## src/rtl/calc_alu_sequencer.sv

```systemverilog
// Multi-cycle calculator ALU controller: single-cycle add/sub, shift-add multiply and
// restoring divide over WIDTH iterations, with a Done/Ack result handshake.
module calc_alu_sequencer #(
  parameter int WIDTH = 16,
  parameter int CNT_W = 5
) (
  input  logic             board_clk,
  input  logic             Reset,
  input  logic             Start,
  input  logic             Ack,
  input  logic [WIDTH-1:0] A,
  input  logic [WIDTH-1:0] B,
  input  logic [1:0]       Op,
  output logic [WIDTH-1:0] C,
  output logic [WIDTH-1:0] Rem,
  output logic             Flag,
  output logic             Busy,
  output logic             Done,
  output logic             QI,
  output logic             QC,
  output logic             QD,
  output logic             QE
);

  typedef enum logic [3:0] {
    S_IDLE    = 4'b0001,
    S_COMPUTE = 4'b0010,
    S_DONE    = 4'b0100,
    S_ERR     = 4'b1000
  } state_t;

  localparam logic [1:0]       OP_ADD   = 2'b00;
  localparam logic [1:0]       OP_SUB   = 2'b01;
  localparam logic [1:0]       OP_MUL   = 2'b10;
  localparam logic [1:0]       OP_DIV   = 2'b11;
  localparam logic [CNT_W-1:0] CNT_LAST = CNT_W'(WIDTH - 1);

  state_t             state_r, state_s;
  logic [WIDTH-1:0]   a_r, b_r, c_r, rem_r;
  logic [1:0]         op_r;
  logic               flag_r;
  logic [CNT_W-1:0]   cnt_r;
  // mul: {partial product, remaining multiplier}; div: {partial remainder, dividend/quotient}
  logic [2*WIDTH-1:0] acc_r;

  logic               last_s, div_zero_s;
  logic [WIDTH:0]     add_s, sub_s, mul_sum_s, div_shift_s, div_trial_s;
  logic [2*WIDTH-1:0] mul_next_s, div_next_s;

  // Arithmetic for the current compute step
  always_comb begin
    last_s      = (cnt_r == CNT_LAST);
    div_zero_s  = (Op == OP_DIV) && (B == {WIDTH{1'b0}});
    add_s       = {1'b0, a_r} + {1'b0, b_r};
    sub_s       = {1'b0, a_r} - {1'b0, b_r};
    if (acc_r[0]) begin
      mul_sum_s = {1'b0, acc_r[2*WIDTH-1:WIDTH]} + {1'b0, a_r};
    end else begin
      mul_sum_s = {1'b0, acc_r[2*WIDTH-1:WIDTH]};
    end
    mul_next_s  = {mul_sum_s, acc_r[WIDTH-1:1]};
    div_shift_s = {acc_r[2*WIDTH-1:WIDTH], acc_r[WIDTH-1]};
    div_trial_s = div_shift_s - {1'b0, b_r};
    // A borrow means the trial subtraction failed: restore and shift in a 0
    if (div_trial_s[WIDTH]) begin
      div_next_s = {div_shift_s[WIDTH-1:0], acc_r[WIDTH-2:0], 1'b0};
    end else begin
      div_next_s = {div_trial_s[WIDTH-1:0], acc_r[WIDTH-2:0], 1'b1};
    end
  end

  // Next-state logic
  always_comb begin
    state_s = state_r;
    case (state_r)
      S_IDLE: begin
        if (Start) begin
          state_s = div_zero_s ? S_ERR : S_COMPUTE;
        end else begin
          state_s = S_IDLE;
        end
      end
      S_COMPUTE: begin
        if (!op_r[1] || last_s) begin
          state_s = S_DONE;
        end else begin
          state_s = S_COMPUTE;
        end
      end
      S_DONE, S_ERR: begin
        if (Ack) begin
          state_s = S_IDLE;
        end else begin
          state_s = state_r;
        end
      end
      default: state_s = S_IDLE;
    endcase
  end

  // State register
  always_ff @(posedge board_clk or posedge Reset) begin
    if (Reset) state_r <= S_IDLE;
    else       state_r <= state_s;
  end

  // Operand capture, iteration and result registers
  always_ff @(posedge board_clk or posedge Reset) begin
    if (Reset) begin
      a_r    <= {WIDTH{1'b0}};
      b_r    <= {WIDTH{1'b0}};
      op_r   <= 2'b00;
      cnt_r  <= {CNT_W{1'b0}};
      acc_r  <= {(2*WIDTH){1'b0}};
      c_r    <= {WIDTH{1'b0}};
      rem_r  <= {WIDTH{1'b0}};
      flag_r <= 1'b0;
    end else begin
      case (state_r)
        S_IDLE: begin
          if (Start) begin
            a_r   <= A;
            b_r   <= B;
            op_r  <= Op;
            cnt_r <= {CNT_W{1'b0}};
            acc_r <= (Op == OP_DIV) ? {{WIDTH{1'b0}}, A} : {{WIDTH{1'b0}}, B};
            if (div_zero_s) begin
              c_r    <= {WIDTH{1'b1}};
              rem_r  <= {WIDTH{1'b0}};
              flag_r <= 1'b1;
            end
          end
        end
        S_COMPUTE: begin
          if (!last_s) cnt_r <= cnt_r + {{(CNT_W-1){1'b0}}, 1'b1};
          case (op_r)
            OP_ADD: begin
              c_r    <= add_s[WIDTH-1:0];
              rem_r  <= {WIDTH{1'b0}};
              flag_r <= add_s[WIDTH];
            end
            OP_SUB: begin
              c_r    <= sub_s[WIDTH-1:0];
              rem_r  <= {WIDTH{1'b0}};
              flag_r <= sub_s[WIDTH];
            end
            OP_MUL: begin
              acc_r <= mul_next_s;
              if (last_s) begin
                c_r    <= mul_next_s[WIDTH-1:0];
                rem_r  <= {WIDTH{1'b0}};
                flag_r <= |mul_next_s[2*WIDTH-1:WIDTH];
              end
            end
            default: begin
              acc_r <= div_next_s;
              if (last_s) begin
                c_r    <= div_next_s[WIDTH-1:0];
                rem_r  <= div_next_s[2*WIDTH-1:WIDTH];
                flag_r <= 1'b0;
              end
            end
          endcase
        end
        default: begin
          cnt_r <= cnt_r;
        end
      endcase
    end
  end

  assign C    = c_r;
  assign Rem  = rem_r;
  assign Flag = flag_r;
  assign QI   = (state_r == S_IDLE);
  assign QC   = (state_r == S_COMPUTE);
  assign QD   = (state_r == S_DONE);
  assign QE   = (state_r == S_ERR);
  assign Busy = QC;
  assign Done = QD | QE;

endmodule

```

## config.mk

```make
export PLATFORM = sky130hd
export DESIGN_NAME = calc_alu_sequencer
export DESIGN_NICKNAME = d
export VERILOG_FILES = /design/src/rtl/calc_alu_sequencer.sv
export SDC_FILE = /design/constraint.sdc
export NUM_CORES = 1
export LEC_CHECK = 0
export CORE_MARGIN = 5
export CORE_UTILIZATION = 59
export DETAILED_ROUTE_END_ITERATION = 8
export PLACE_DENSITY_LB_ADDON = 0.05
export REMOVE_ABC_BUFFERS = 1
export SYNTH_ARGS = -nofsm -noshare
export SYNTH_HDL_FRONTEND = slang
export SYNTH_SLANG_ARGS = --single-unit
```

## constraint.sdc

```tcl
create_clock -name board_clk -period 5.75 [get_ports board_clk]
set_input_delay 1.725 -clock board_clk [delete_from_list [all_inputs] [get_ports board_clk]]
set_output_delay 1.725 -clock board_clk [all_outputs]
set_load 0.005 [all_outputs]
```

### Word level (Yosys, flattened, before mapping)

Cells that the tools add are included.

* input bits: 38
* word-level logic and storage cells: 77
* register bits after elaboration: 108

* reductions and logical operators: 14
* $add $sub $neg: 5
* equal/unequal tests: 16
* bitwise gates (word level): 1
* mux-type cells: 32

Operators with widths (number)
* two-way mux 16 bit: 9
* case mux 32 bit (2 select lines): 2
* case mux 16 bit (2 select lines): 3
* two-way mux 32 bit: 2
* case mux 16 bit (3 select lines): 1
* adder 16 x 16 -> 17 bit: 2
* two-way mux 17 bit: 1
* subtractor 16 x 16 -> 17 bit: 1
* subtractor 17 x 16 -> 17 bit: 1
* logical NOT 16 bit: 1
* OR reduction 16 bit: 1
* two-way mux 4 bit: 3
* case mux 4 bit (3 select lines): 1
* two-way mux 5 bit: 2
* case mux 5 bit (2 select lines): 1
* AND reduction 5 bit: 2
* inequality test 2 bit (second input constant): 4
* AND reduction 3 bit: 2
* adder 5 x 1 -> 5 bit (second input constant): 1
* equality test 5 x 4 -> 1 bit (second input constant): 1
* equality test 2 bit (second input constant): 2
* equality test 4 x 1 -> 1 bit (second input constant): 1
* equality test 4 x 2 -> 1 bit (second input constant): 1
* equality test 4 x 3 -> 1 bit (second input constant): 1
* 18 further kinds: 22

### Depth between registers and ports, before layout

* depth in word-level cells: 6
* depth in mapped cells: 13
* depth with buffers taken out: 12

### Least setup slack after synthesis

Ideal clock, no wire load.

* path type: register to output
* start point: reg state_r[2]
* end point: out QC
* cell stages (with the launch flop): 6
* buffers on the path: 3
* arrival time: 1.602 ns
* required time: 4.025 ns
* setup slack: 2.423 ns
* path through: dfrtp_1 -> or4b_1 -> clkbuf_1 -> inv_1 -> buf_1 -> buf_4

* cells in the longest elaborated chain, start to end: 1

Ends and longest elaborated chain
* start, declared: line 38 `state_t state_r, state_s;`
* start signal, assigned: line 104 `else state_r <= state_s;`
* equality test 4 x 2 -> 1 bit: line 176 `assign QC = (state_r == S_COMPUTE);`
* end, declared: line 20 `output logic QC,`

Every way passes these cells.

### Final worst setup path

* start point: in B[3]
* end point: reg c_r[0], in the netlist C[0]

* cells in the longest elaborated chain, start to end: 4

Ends and longest elaborated chain
* start, declared: line 12 `input logic [WIDTH-1:0] B,`
* logical NOT 16 bit: line 53 `div_zero_s = (Op == OP_DIV) && (B == {WIDTH{1'b0}});`
* logical AND 1 bit: line 53
* inequality test 2 x 1 -> 1 bit (no source line)
* AND reduction 5 bit (no source line)
* end signal, assigned: line 115 `c_r <= {WIDTH{1'b0}};`
* end signal, assigned: line 128 `c_r <= {WIDTH{1'b1}};`
* end signal, assigned: line 138 `c_r <= add_s[WIDTH-1:0];`
* end, declared: line 39 `logic [WIDTH-1:0] a_r, b_r, c_r, rem_r;`

Every way passes these cells.
A chain may end at the register's enable or synchronous reset.

==> results.sh <==
export IMPL_die_x_um=132
export IMPL_ant_nets=0
export IMPL_track_usage_pct=30.0
export IMPL_yosys_warnings=0
export IMPL_start_kind="input pin"
export IMPL_finalSetupViolations=0
export IMPL_grt_max_degree=74
export IMPL_area_growth_pct=13.4
export IMPL_synthFlopType="dfrtp_1"
export IMPL_power_uw=5810
export IMPL_relSlewSlack_pct=23.6
export IMPL_antenna_cells_inserted=0
export IMPL_hpwl_um=19500
export IMPL_clk_path_buf_depth=2
export IMPL_syn_area_sq_um=8730
export IMPL_crit_fanout=13
export IMPL_start_util_pct=60.0
export IMPL_netlist_area_leader_share_pct=30.7
export IMPL_gr_total_overflow=0
export IMPL_synth_seq_cells=108
export IMPL_leakagePower_uw=0.00437
export IMPL_cts_tree="yes"
export IMPL_cts_resized_gates=0
export IMPL_wl_per_cell_um=20.4
export IMPL_antenna_found_initial=0
export IMPL_final_setup_tns_ns=0
export IMPL_drv_slew=0
export IMPL_path_clk_slew_ns=0.07
export IMPL_grt_pass1_wl_um=42200
export IMPL_end_kind="flip-flop"
export IMPL_cts_buffers=9
export IMPL_status="completed"
export IMPL_drt_iter0_markers=925
export IMPL_netlist_top_cells_count="188 x nand2_1, 107 x dfrtp_1, 91 x o21ai_0"
export IMPL_netlist_top_cells_area="dfrtp_1 31%, ha_1 9.5%, nand2_1 8.1%, o21ai_0 5.2%, a21oi_1 4.4%"
export IMPL_vias_per_cell=6.39
export IMPL_p_per_area_nw_per_um2=587
export IMPL_die_y_um=132
export IMPL_drive_gt1_share_pct=6.03
export IMPL_dieArea_sq_um=17300
export IMPL_path_class="in -> reg"
export IMPL_postLayoutCoreUtil_pct=68.1
export IMPL_dr_wl_met2_um=11800
export IMPL_vias=8382
export IMPL_syn_avg_cell_area_sq_um=8.06
export IMPL_hold_path_class="reg -> reg"
export IMPL_fin_crit_sh_pct=75.3
export IMPL_ys_types=79
export IMPL_drt_first_pass_iters=5
export IMPL_insertion_delay_ns=0.36
export IMPL_std_cell_rows=44
export IMPL_min_period_ns=4.33
export IMPL_ff2ff_setup_slack_ns=1.71
export IMPL_route_met3_wl_um=2040
export IMPL_port_buffers=76
export IMPL_top_layer_used="met4"
export IMPL_fmax_mhz=231
export IMPL_worst_pin_slew_ns=1.14
export IMPL_drt_met1_wl_um=11800
export IMPL_pin_count=77
export IMPL_clock_skew_ns=0.00924
export IMPL_async_reset_ff_share_pct=100
export IMPL_layout_nets=1230
export IMPL_postCtsHoldBufs=0
export IMPL_synthCells=1082
export IMPL_gp_congestion=0.921
export IMPL_cap_violations=0
export IMPL_yosysMostFrequentCell="nand2_1"
export IMPL_cts_htree_levels=3
export IMPL_postCtsSetupBuffers=0
export IMPL_clock_root_buffer="clkbuf_16"
export IMPL_finalHoldViolCount=0
export IMPL_drc_errors=0
export IMPL_coreArea_sq_um=14500
export IMPL_yosysTopAreaCell="dfrtp_1"
export IMPL_synth_edf_count=0
export IMPL_first_global_vias=7731
export IMPL_ys_seq_area_share_pct=31.0
export IMPL_cts_sinks=108
export IMPL_routed_wl_um=26700
export IMPL_arrival_ns=4.58
export IMPL_ir_drop_uv=437
export IMPL_rsz0062_at_grt="no"
export IMPL_required_ns=6.00
## cell families (layout without fill, tap and decap cells)
group	count (synthesis)	in the layout	share of synthesized area, %
flops	108	108	31.0
compound gates	327	327	24.2
xor+xnor	30	30	3.01
fa+ha+maj	70	70	10.4
mux	49	49	6.17
simple gates	387	387	20.2
buf+inv	111	156	5.03
## critical path: stages
cell             delay (ns)
clkdlybuf4s50_1        0.45
nor4_1                 0.64
nand3_1                0.23
nor3_1                 0.39
nand2_1                0.14
nand2_1                0.38
buf_4                  0.31
nor2_1                 0.07
a221oi_1               0.25
## flip-flops by register name, indices dropped and copies added (netlist names)
| register | cells |
|---|---|
| acc_r | 32 |
| C | 16 |
| Rem | 16 |
| a_r | 16 |
| b_r | 16 |
| cnt_r | 5 |
| state_r | 4 |
| op_r | 2 |
| Flag | 1 |
## path summary, 6_finish.rpt
kind                       startpoint         to  depth (start not counted)
max                              B[3]       C[0]                          9
min                           Rem[14]    Rem[14]                          2
max reg2reg                 acc_r[15]  acc_r[18]                         13
min reg2reg                   Rem[14]    Rem[14]                          2
max in group asynchronous       Reset  acc_r[20]                          3
min in group asynchronous       Reset  acc_r[12]                          2
## per-stage QoR
step                setup WS, ns  hold WS [ns]  instances  area [sq um]
global placement            1.38         0.461       1295          9590
CTS                         1.64         0.486       1311          9900
finish                      1.42         0.480       1311          9900
floorplan                   1.18         0.463       1020          8470
detailed placement          1.29         0.469       1295          9590
global route                1.37         0.501       1311          9900
## area by class of cell
type | count | area, sq um
inverter | 49 | 186
tap | 184 | 230
sequential | 108 | 2710
clock buffer | 11 | 243
timing repair buffer | 91 | 873
multi-input combinational | 863 | 5600
fill | 1250 | 4640
clock inverter | 5 | 61.3
## metal layers
layer | global-route usage [%] | vias up
li1 | - | 3980
met1 | 42.6 | 3987
met2 | 45.0 | 351
met3 | 5.89 | 64
met4 | 12.3 | 0
met5 | 0 | -
## where the power goes
part	switching (uW)	total (uW)	internal [uW]
clock network	302	654	351
logic	2290	3820	1530
registers	298	1330	1040
total	2890	5810	2920
## placed cells by master (no fill, tap or decap), types with 7 or more instances in the layout
| master | n |
|---|---|
| o21ai_0 | 91 |
| o31ai_1 | 16 |
| inv_1 | 48 |
| xnor2_1 | 14 |
| clkbuf_16 | 9 |
| nand4_1 | 9 |
| a31oi_1 | 15 |
| clkdlybuf4s50_1 | 76 |
| o21a_1 | 7 |
| a21o_1 | 21 |
| nor3_1 | 28 |
| dfrtp_1 | 106 |
| mux2i_1 | 29 |
| a211oi_1 | 16 |
| nor2_1 | 68 |
| nand2_1 | 188 |
| nor2b_1 | 10 |
| nand2b_1 | 11 |
| a21oi_1 | 77 |
| nor4_1 | 9 |
| or3_1 | 7 |
| mux2_2 | 18 |
| xor2_1 | 15 |
| nand3_1 | 18 |
| o211ai_1 | 11 |
| nand3b_1 | 7 |
| ha_1 | 66 |
| buf_4 | 15 |
| and3_1 | 11 |
| o21ai_1 | 9 |
Power figures use the tool's default switching activity.
